==> config.mk <==
export PLATFORM = sky130hd
export DESIGN_NAME = pwm_capture
export DESIGN_NICKNAME = d
export VERILOG_FILES = /design/src/rtl/pwm_pkg.sv /design/src/rtl/pwm_glitch_filter.sv /design/src/rtl/pwm_capture.sv
export SDC_FILE = /design/constraint.sdc
export NUM_CORES = 1
export LEC_CHECK = 0
export ABC_AREA = 1
export CORE_ASPECT_RATIO = 1.5
export CORE_MARGIN = 8
export CORE_UTILIZATION = 58
export DETAILED_ROUTE_END_ITERATION = 8
export PLACE_DENSITY = 0.81
export SETUP_SLACK_MARGIN = 0.3
export SLEW_MARGIN = 20
export SYNTH_ARGS = -nofsm -noshare
export SYNTH_HDL_FRONTEND = slang
export SYNTH_SLANG_ARGS = --single-unit
==> constraint.sdc <==
create_clock -name CLK -period 2.4 [get_ports CLK]
set_input_delay 0.48 -clock CLK [delete_from_list [all_inputs] [get_ports CLK]]
set_output_delay 0.48 -clock CLK [all_outputs]
set_load 0.02 [all_outputs]
==> src/rtl/pwm_pkg.sv <==
// Shared definitions for the PWM capture block.
//
// Contents:
//   CNT_W_DEF        default width of the period / high-time counters
//   TIMEOUT_CYC_DEF  default number of cycles without a rising edge before
//                    the measurement is declared stale
//   FILT_LEN_DEF     default number of stable samples the optional glitch
//                    filter waits for
//   state_e          measurement FSM states
package pwm_pkg;

  localparam int unsigned CNT_W_DEF       = 25;
  localparam logic [24:0] TIMEOUT_CYC_DEF = 25'd33554431;
  localparam int unsigned FILT_LEN_DEF    = 4;

  // IDLE: no edge seen yet, MEASURE: counting an interval,
  // STALE: input stopped toggling, outputs frozen and TIMEOUT raised
  typedef enum logic [1:0] {
    IDLE    = 2'd0,
    MEASURE = 2'd1,
    STALE   = 2'd2
  } state_e;

endpackage

==> src/rtl/pwm_glitch_filter.sv <==
// Glitch filter for an already synchronized single-bit level.
// The output follows the input only after FILT_LEN consecutive samples
// differ from the current output, so pulses shorter than FILT_LEN cycles
// never reach dout. Both edges are delayed by the same FILT_LEN cycles,
// which keeps measured periods and high times intact.
//
// Parameters:
//   FILT_LEN  number of consecutive equal samples required (>= 1)
// Ports:
//   CLK    in   clock, rising edge
//   RST_N  in   asynchronous active-low reset
//   din    in   synchronized input level
//   dout   out  filtered level
module pwm_glitch_filter
  import pwm_pkg::*;
#(
  parameter int unsigned FILT_LEN = FILT_LEN_DEF
) (
  input  logic CLK,
  input  logic RST_N,
  input  logic din,
  output logic dout
);

  localparam int unsigned CW = (FILT_LEN > 1) ? $clog2(FILT_LEN) : 1;
  localparam logic [CW-1:0] LastCnt = CW'(FILT_LEN - 1);

  logic [CW-1:0] runCnt_q;
  logic          dout_q;

  // runCnt_q counts how many samples in a row have disagreed with the
  // current output; any agreeing sample restarts the count
  always_ff @(posedge CLK or negedge RST_N) begin
    if (!RST_N) begin
      runCnt_q <= '0;
      dout_q   <= 1'b0;
    end else if (din == dout_q) begin
      runCnt_q <= '0;
    end else if (runCnt_q == LastCnt) begin
      dout_q   <= din;
      runCnt_q <= '0;
    end else begin
      runCnt_q <= runCnt_q + CW'(1);
    end
  end

  assign dout = dout_q;

endmodule

==> src/rtl/pwm_capture.sv <==
// PWM period / high-time capture.
// PWM_IN is synchronized (2 flops), optionally glitch filtered, and its
// rising edges delimit measurement intervals. Each completed interval
// updates PERIOD and HIGH_TIME and pulses VALID for one cycle. If no rising
// edge arrives within TIMEOUT_CYC cycles, TIMEOUT is raised and held until
// the next edge; the interval that straddles a timeout is never reported.
//
// Optional feature: define GLITCH_FILTER_EN to insert pwm_glitch_filter
// between the synchronizer and the edge detector (adds FILT_LEN cycles of
// latency and rejects pulses shorter than FILT_LEN cycles).
//
// Parameters:
//   CNT_W        counter / output width
//   TIMEOUT_CYC  cycles without a rising edge before TIMEOUT
//   FILT_LEN     glitch filter length (only with GLITCH_FILTER_EN)
// Ports:
//   CLK        in   clock, rising edge
//   RST_N      in   asynchronous active-low reset
//   PWM_IN     in   PWM waveform, asynchronous to CLK
//   PERIOD     out  last measured period in cycles (rise to rise)
//   HIGH_TIME  out  last measured high time in cycles
//   VALID      out  one-cycle pulse when PERIOD/HIGH_TIME update
//   TIMEOUT    out  high while the input has stopped toggling
//   LEVEL      out  conditioned input level
module pwm_capture
  import pwm_pkg::*;
#(
  parameter int unsigned      CNT_W       = CNT_W_DEF,
  parameter logic [CNT_W-1:0] TIMEOUT_CYC = TIMEOUT_CYC_DEF,
  parameter int unsigned      FILT_LEN    = FILT_LEN_DEF
) (
  input  logic             CLK,
  input  logic             RST_N,
  input  logic             PWM_IN,
  output logic [CNT_W-1:0] PERIOD,
  output logic [CNT_W-1:0] HIGH_TIME,
  output logic             VALID,
  output logic             TIMEOUT,
  output logic             LEVEL
);

  localparam logic [CNT_W-1:0] CntOne = CNT_W'(1);

  // A zero-length filter would have no meaning; reject it at elaboration
  if (FILT_LEN < 1) begin : g_filt_len_check
    $error("pwm_capture: FILT_LEN must be at least 1");
  end

  logic             syncMeta_q;
  logic             syncOut_q;
  logic             level;
  logic             levelDly_q;
  logic             rise;

  state_e           state_q;
  logic [CNT_W-1:0] cntP_q;
  logic [CNT_W-1:0] cntH_q;
  logic [CNT_W-1:0] period_q;
  logic [CNT_W-1:0] high_q;
  logic             valid_q;
  logic             timeout_q;

  // Two-flop synchronizer plus the one-cycle delayed level used for
  // rising-edge detection
  always_ff @(posedge CLK or negedge RST_N) begin
    if (!RST_N) begin
      syncMeta_q <= 1'b0;
      syncOut_q  <= 1'b0;
      levelDly_q <= 1'b0;
    end else begin
      syncMeta_q <= PWM_IN;
      syncOut_q  <= syncMeta_q;
      levelDly_q <= level;
    end
  end

`ifdef GLITCH_FILTER_EN
  pwm_glitch_filter #(
    .FILT_LEN(FILT_LEN)
  ) u_filter (
    .CLK  (CLK),
    .RST_N(RST_N),
    .din  (syncOut_q),
    .dout (level)
  );
`else
  assign level = syncOut_q;
`endif

  assign rise = level & ~levelDly_q;

  // Measurement FSM. Counters stop at TIMEOUT_CYC because reaching it
  // forces STALE, where they are held, so they can never wrap. The very
  // first edge and the edge that ends a stale period only start a fresh
  // interval; only an edge seen in MEASURE closes a reportable one.
  always_ff @(posedge CLK or negedge RST_N) begin
    if (!RST_N) begin
      state_q   <= IDLE;
      cntP_q    <= '0;
      cntH_q    <= '0;
      period_q  <= '0;
      high_q    <= '0;
      valid_q   <= 1'b0;
      timeout_q <= 1'b0;
    end else begin
      valid_q <= 1'b0;
      case (state_q)
        IDLE: begin
          if (rise) begin
            state_q <= MEASURE;
            cntP_q  <= CntOne;
            cntH_q  <= CntOne;
          end else if (cntP_q == TIMEOUT_CYC) begin
            state_q   <= STALE;
            timeout_q <= 1'b1;
          end else begin
            cntP_q <= cntP_q + CntOne;
          end
        end
        MEASURE: begin
          if (rise) begin
            period_q <= cntP_q;
            high_q   <= cntH_q;
            valid_q  <= 1'b1;
            cntP_q   <= CntOne;
            cntH_q   <= CntOne;
          end else if (cntP_q == TIMEOUT_CYC) begin
            state_q   <= STALE;
            timeout_q <= 1'b1;
          end else begin
            cntP_q <= cntP_q + CntOne;
            if (level && (cntH_q != TIMEOUT_CYC)) begin
              cntH_q <= cntH_q + CntOne;
            end
          end
        end
        STALE: begin
          if (rise) begin
            state_q   <= MEASURE;
            timeout_q <= 1'b0;
            cntP_q    <= CntOne;
            cntH_q    <= CntOne;
          end
        end
        default: begin
          state_q <= IDLE;
        end
      endcase
    end
  end

  assign PERIOD    = period_q;
  assign HIGH_TIME = high_q;
  assign VALID     = valid_q;
  assign TIMEOUT   = timeout_q;
  assign LEVEL     = levelDly_q;

endmodule

==> impl_results.md, run 1 <==
- Status: finished clean
- Kind of end point of the critical path: flip-flop
- Worst reg2reg path depth: 11
- Leak: 3.07 nW
- Cells after Synth: 763
- Die H: 138 um
- Initial Utilization: 59.4%
- Yosys reg bits: 107
- Reg power frac: 48.5%
- H-tree lvl count: 3
- Total die area: 0.0134 sq mm
- Die X: 97.1 um
- Grt total ovfl: 0
- Placed instance area: 0.00637 sq mm
- Final Max Slew Viols: 0
- Final nets: 831
- DR iter-0 viols: 399
- Final setup violation count: 0
- CP max stage delay: 420 ps
- Post-CTS Hold Fix Bufs: 0
- Pre-Repair DR Iteration Count: 6
- Via Count: 5435
- Post-synthesis sequential area ratio: 46.8%
- Hold Path Class: input pin to async pin
- Sw Share: 27.9%
- Routed length per instance: 16.5 um
- Detailed placer's ending HPWL: 10700 um
- Sw Pwr: 1.15 mW
- P_int: 2.98 mW
- First-pass GRT wire length: 24700 um
- Synth top area cells: dfrtp_1, nand2_1, nor2_1, nand3_1, inv_1
- Synth Cell Area: 0.00573 sq mm
- CORE AREA: 0.00963 sq mm
- Reg2reg setup slack: 380 ps
- Clk sink count: 107
- Gpl congestion: 0.961
- Post-Syn Nets: 768
- WL met1: 5530 um
- Max FO, Critical Path: 6
- Post-synth top area cell: dfrtp_1
- Clock Tree Root: clkbuf_16
- Met3 Wirelength: 957 um
- Clock power share: 37.3%
- Crit path buf inv count: 0
- DR vias/cell: 5.75
- Worst IR Drop VDD: 479 uV
- Cell Chain, Critical Path: ha_1 -> nand2_2 -> nor2_1 -> nand2_1 -> nor2_2 -> nand2_1 -> nand2_1 -> nand3_4 -> nand3_2 -> nand2_2 -> nand2_1
- Clk_skew: 7.54 ps
- Area Growth Syn to Fin: 19.1%
- CP most frequent cell: nand2_1
- Max_slew headroom: 59.5%
- Worst slew pin tran: 608 ps
- Std-Cell Rows: 44
- Reg2reg end: cntH_q[19]$_DFFE_PN0P_
- Fin util: 70.8%
- Pwr Total: 4.13 mW
- Maximum clock frequency: 495 MHz
- Initial antenna violation count: 0
- Antenna viol nets, final: 0
- Final Cycle Share: 84.2%
- Arrival @ worst endpoint: 2310 ps
- Worst skew pair latency: 350 ps
- Port bufs: 55
- # fillers: 765
- CP Data Required Time: 2690 ps
- Power density of the placed cells: 605 mW/mm^2
- Gate power share: 14.1%
- I/O pin cnt: 56
- RSZ-0062 raised after global routing: no
- Count of cell types in the netlist: 30
- CP Class: flip-flop to flip-flop
- Post-route cell area: 0.00682 sq mm
- Max Cap Viol: 0
- Synth top area share: 46.8%
- Total wire length: 15700 um
- Syn avg cell area: 7.51 sq um
- Share of layout cells above drive strength 1: 11.7%
- Setup_tns: 0 ps
- CP top delay family: simple AND/OR/NAND/NOR gates
- CP max stage cell: dfrtp_1
- Clock buffer depth: 2
- Final min period: 2020 ps
- Max Used Layer: met4
- Yosys warns: 0
- Residual DRC: 0
- CTS tree: done
- Pin count of the biggest net entering global routing: 58
- Global-route usage over all layers: 22.5%
- Clock transition at path regs: 70 ps
- Startpoint Class: flip-flop
- Num CTS Buffers: 9
- Wire length on met2: 8350 um
- N_diodes: 0
- Vias in the first global route: 5334
- Final hold violations: 0
- Worst reg2reg startpoint: cntH_q[0]$_DFFE_PN0P_
per-stage QoR:
step | cells | worst slack [ps] | hold slack [ps]
5_1_grt | 946 | 302 | 172
6_report | 946 | 378 | 133
4_1_cts | 937 | 289 | 157
3_3_place_gp | 921 | 208 | 340
3_5_place_dp | 921 | 99.4 | 340
2_1_floorplan | 763 | 712 | 184
worst register-to-register path, stage by stage, from the launching register on:
cell and delay, ps:
dfrtp_1 420, ha_1 220, nand2_2 100, nor2_1 240, nand2_1 130, nor2_2 140, nand2_1 70, nand2_1 100
nand3_4 150, nand3_2 250, nand2_2 70, nand2_1 60
how the worst max path moves through the flow:
stage | start | endpoint | depth (start not counted)
2_1_floorplan | cntP_q[0]$_DFFE_PN0P_ | cntP_q[9]$_DFFE_PN0P_ | 11
3_3_place_gp | cntP_q[0]$_DFFE_PN0P_ | cntH_q[8]$_DFFE_PN0P_ | 10
3_5_place_dp | cntP_q[0]$_DFFE_PN0P_ | cntH_q[13]$_DFFE_PN0P_ | 10
4_1_cts | cntH_q[0]$_DFFE_PN0P_ | cntH_q[23]$_DFFE_PN0P_ | 11
5_1_grt | cntH_q[0]$_DFFE_PN0P_ | cntH_q[23]$_DFFE_PN0P_ | 11
6_report | cntH_q[0]$_DFFE_PN0P_ | cntH_q[19]$_DFFE_PN0P_ | 11
sequential cells by signal (all words and copies together) (netlist names):
| name | count |
|---|---|
| VALID | 1 |
| cntP_q | 25 |
| level | 1 |
| cntH_q | 25 |
| PERIOD | 25 |
| LEVEL | 1 |
| HIGH_TIME | 25 |
| TIMEOUT | 1 |
| state_q | 2 |
| syncMeta_q | 1 |
power by group through the flow:
stage | combinational, mW | clock, mW | sequential (mW)
3_5_place_dp | 0.562 | 0 | 2.03
6_report | 0.583 | 1.54 | 2.00
2_1_floorplan | 0.282 | 0 | 2.08
5_1_grt | 0.645 | 1.63 | 2.02
4_1_cts | 0.565 | 1.56 | 2.00
3_3_place_gp | 0.542 | 0 | 2.03
per-layer routing:
| metal | vias to the layer above | GRT usage, % |
|---|---|---|
| li1 | 2580 | - |
| met1 | 2514 | 23.0 |
| met2 | 261 | 41.5 |
| met3 | 80 | 4.27 |
| met4 | 0 | 14.2 |
| met5 | - | 0 |
cells by family after synthesis:
| family | Yosys count | synth area share (%) |
|---|---|---|
| fa+ha+maj | 2 | 0.437 |
| flops | 107 | 46.8 |
| simple gates | 451 | 35.4 |
| xor+xnor | 4 | 0.612 |
| compound gates | 103 | 9.31 |
| buf+inv | 96 | 7.45 |
placed cells by master, fill, tap and decap left out:
cell type	Yosys	routed
clkinv_2	0	1
clkdlybuf4s50_1	0	54
and3_1	1	1
nor2_8	1	1
nand3_2	0	1
nor2_1	80	79
nor3b_1	2	2
nor3_1	5	5
nand3_4	1	4
nand3_1	55	54
nand2_4	3	3
ha_1	2	2
o21ai_4	1	3
nor2_4	7	7
nand4_1	23	23
inv_2	10	9
inv_1	63	63
dfrtp_1	107	107
clkinv_4	0	1
inv_6	0	3
buf_12	2	3
a21oi_1	10	10
clkbuf_16	0	9
clkbuf_8	0	1
a31oi_1	2	2
bufinv_16	0	1
o21ai_1	43	43
nor2_2	9	10
nand2_2	25	25
inv_4	0	1
buf_4	1	14
xor2_1	4	4
o21ai_0	46	46
nand2_1	238	238
nand3b_1	1	1
final cells by class:
class | count | area [sq um] | share of cell area [%]
multi-input combinational | 564 | 2710 | 39.7
timing repair buffer | 71 | 706 | 10.3
tap | 115 | 144 | 2.11
inverter | 73 | 277 | 4.06
clock buffer | 10 | 239 | 3.50
clock inverter | 6 | 70.1 | 1.03
sequential | 107 | 2680 | 39.3
cell usage after synthesis, drive strengths merged:
| cell type | number |
|---|---|
| nand3 | 56 |
| dfrtp | 107 |
| nor3 | 5 |
| xor2 | 4 |
| buf | 17 |
| ha | 2 |
| and3 | 1 |
| nand3b | 1 |
| nor3b | 2 |
| a21oi | 10 |
| a31oi | 2 |
| nor2 | 97 |
| nand2 | 266 |
| inv | 73 |
| o21ai | 91 |
| nand4 | 23 |
| clkbuf | 6 |
repair_timing:
item                       4_1_cts  5_1_grt
pin swaps                        0        4
setup endpoints to repair       25       27
gates resized for setup          1        8
cloned                           0        4
buffers inserted                 0        5
No activity file was read; power rests on OpenSTA's default activity.
==> run 2, diff against run 1 <==
--- a/config.mk
+++ b/config.mk
@@ -8,9 +8,9 @@
 export ABC_AREA = 1
 export CORE_ASPECT_RATIO = 1.5
 export CORE_MARGIN = 8
-export CORE_UTILIZATION = 58
+export CORE_UTILIZATION = 52
 export DETAILED_ROUTE_END_ITERATION = 8
-export PLACE_DENSITY = 0.81
+export PLACE_DENSITY = 0.77
 export SETUP_SLACK_MARGIN = 0.3
 export SLEW_MARGIN = 20
 export SYNTH_ARGS = -nofsm -noshare
==> constraint.sdc (replaced) <==
create_clock -name CLK -period 1.8 [get_ports CLK]
set_input_delay 0.36 -clock CLK [delete_from_list [all_inputs] [get_ports CLK]]
set_output_delay 0.36 -clock CLK [all_outputs]
set_load 0.02 [all_outputs]
==> run 2 against run 1 <==
  * The flow now finishes with violations (negative hold slack, negative setup slack)
  * Worst setup slack got worse by 400 ps
  * Combinational power is 73% higher
  * Count of clock-buffer cells in the layout up 1
  * Sequential cell count unchanged
  * Wire length increased by 15%
  * Critical path type unchanged
  * Largest cell class unchanged
  * Largest power group unchanged
  * Highest routed layer unchanged
==> impl_results.md, run 2 (synthesis gave the netlist of run 1 again) <==
- WHS: -4.66 ps
- Area Growth Syn to Fin: 34.7%
- N_diodes: 0
- Kind of end point of the critical path: flip-flop
- Global-route usage over all layers: 24.5%
- Worst slew pin tran: 571 ps
- Grt total ovfl: 0
- Reg2reg end: cntP_q[20]$_DFFE_PN0P_
- Reg power frac: 46.8%
- Power density of the placed cells: 743 mW/mm^2
- Via Count: 5814
- Reg2reg setup slack: -20 ps
- Vias in the first global route: 5886
- Worst skew pair latency: 350 ps
- Final nets: 892
- Status: complete, but fails checks
- Worst reg2reg path depth: 13
- Final hold violations: 2
- Gpl congestion: 0.970
- Max Cap Viol: 0
- Sw Pwr: 1.63 mW
- Final min period: 1820 ps
- Max_slew headroom: 61.9%
- H-tree lvl count: 3
- Sw Share: 28.5%
- Setup_tns: -57.2 ps
- DR vias/cell: 5.60
- CP max stage cell: dfrtp_1
- Clk_skew: 9.77 ps
- Share of layout cells above drive strength 1: 25.9%
- Clock transition at path regs: 70 ps
- CP max stage delay: 400 ps
- Commonest non-fill, non-tap cell in the layout: nand2_1
- First-pass GRT wire length: 28100 um
- Leak: 3.86 nW
- CORE AREA: 0.0109 sq mm
- Worst reg2reg startpoint: cntP_q[1]$_DFFE_PN0P_
- Detailed placer's ending HPWL: 11800 um
- Pre-Repair DR Iteration Count: 5
- Hold Path Class: input pin to async pin
- CP Data Required Time: 2050 ps
- Pin count of the biggest net entering global routing: 51
- Maximum clock frequency: 548 MHz
- Final setup violation count: 6
- Clock Tree Root: clkbuf_16
- Clock buffer depth: 2
- # fillers: 831
- Std-Cell Rows: 47
- CP most frequent cell: nand2_4
- Post-CTS Hold Fix Bufs: 0
- Clock power share: 35.6%
- Total wire length: 17900 um
- RSZ-0062 raised after global routing: yes
- Failing checks: negative hold slack, negative setup slack
- Residual DRC: 0
- Final Max Slew Viols: 0
- DR iter-0 viols: 328
- Gate power share: 17.6%
- Num CTS Buffers: 9
- Clk sink count: 107
- Final Cycle Share: 101%
- Startpoint Class: flip-flop
- Fin util: 70.9%
- Arrival @ worst endpoint: 2070 ps
- Initial Utilization: 52.6%
- Commonest non-fill, non-tap cells in the layout: nand2_1, dfrtp_1, nor2_1
- Pwr Total: 5.73 mW
- Max FO, Critical Path: 5
- Worst IR Drop VDD: 417 uV
- Cell Chain, Critical Path: ha_4 -> nand2_4 -> nor2_4 -> nand2_4 -> nor2_4 -> nand2_4 -> buf_12 -> nand2_8 -> nand2_8 -> nand3_2 -> nand2_1 -> nand2_1 -> inv_1
- Total die area: 0.0147 sq mm
- I/O pin cnt: 56
- Die X: 102 um
- P_int: 4.10 mW
- Port bufs: 55
- CTS tree: done
- Die H: 145 um
- CP Class: flip-flop to flip-flop
- Setup WS post-layout: -24.6 ps
- Initial antenna violation count: 0
- Routed length per instance: 17.3 um
- Antenna viol nets, final: 0
-- run 2: cell count changes in the layout (fill, tap and decap cells not counted), sizes merged --
cell	delta
buf	+59
clkdlybuf4s50	-53
dlygate4sd2	+52
nand2	+4
nand3	-3
clkbuf	+2
inv	-2
clkdlybuf4s15	+1
-- run 2: stage by stage --
stage | std cells | setup slack (ps) | cell area [sq um]
floorplan | 763 | 222 | 5790
global placement | 996 | -68.1 | 6790
detailed placement | 996 | -136 | 6790
CTS | 1030 | 88.9 | 7370
global route | 1038 | -91.5 | 7710
finish | 1038 | -24.6 | 7710
-- run 2: metal layers --
layer,GRT usage (%),vias to the layer above,share of wire [%]
met5,0,-,0
met4,16.2,0,5.0
met3,3.76,78,5.7
met2,44.7,251,54
met1,25.1,2791,35
li1,-,2694,-
-- run 2: layout make-up --
cell class              count  area (sq um)  share of cell area, %
flip-flops and latches    107          2690                   34.8
well taps                 147           184                   2.38
inverters                  73           277                   3.58
multi-input cells         565          3080                   40.0
clock inverters             4          48.8                  0.633
repair buffers            131          1180                   15.3
clock buffers              11           253                   3.28
-- run 2: power by group through the flow --
stage          Clock, mW  Sequential (mW)  Combinational, mW
2_1_floorplan          0             2.78              0.392
3_3_place_gp           0             2.70              0.793
3_5_place_dp           0             2.71              0.818
4_1_cts             2.05             2.66              0.880
5_1_grt             2.15             2.70               1.09
6_report            2.04             2.68               1.01
-- run 2: worst max path at each step --
stage	start	endpoint	slack (ps)	cells past startpoint
floorplan	cntP_q[0]$_DFFE_PN0P_	cntH_q[19]$_DFFE_PN0P_	220	11
global placement	cntP_q[1]$_DFFE_PN0P_	cntH_q[9]$_DFFE_PN0P_	-70	10
detailed placement	cntP_q[1]$_DFFE_PN0P_	cntH_q[6]$_DFFE_PN0P_	-140	10
CTS	cntP_q[0]$_DFFE_PN0P_	cntH_q[2]$_DFFE_PN0P_	90	12
global route	cntP_q[0]$_DFFE_PN0P_	cntP_q[17]$_DFFE_PN0P_	-90	12
finish	cntP_q[1]$_DFFE_PN0P_	cntP_q[20]$_DFFE_PN0P_	-20	13
-- run 2: timing repair --
item,CTS,global route
pin swaps,15,15
cloned,6,1
gates resized for setup,100,70
buffers inserted,13,7
endpoints found under the setup margin,147,103
-- run 2: worst max-delay path, delay by kind of cell, from the launching register on --
kind,cells,cell delay [ps]
flip-flops,1,400
adder cells (fa/ha/maj),1,170
AND/OR/NAND/NOR,10,960
buffers and inverters,2,180
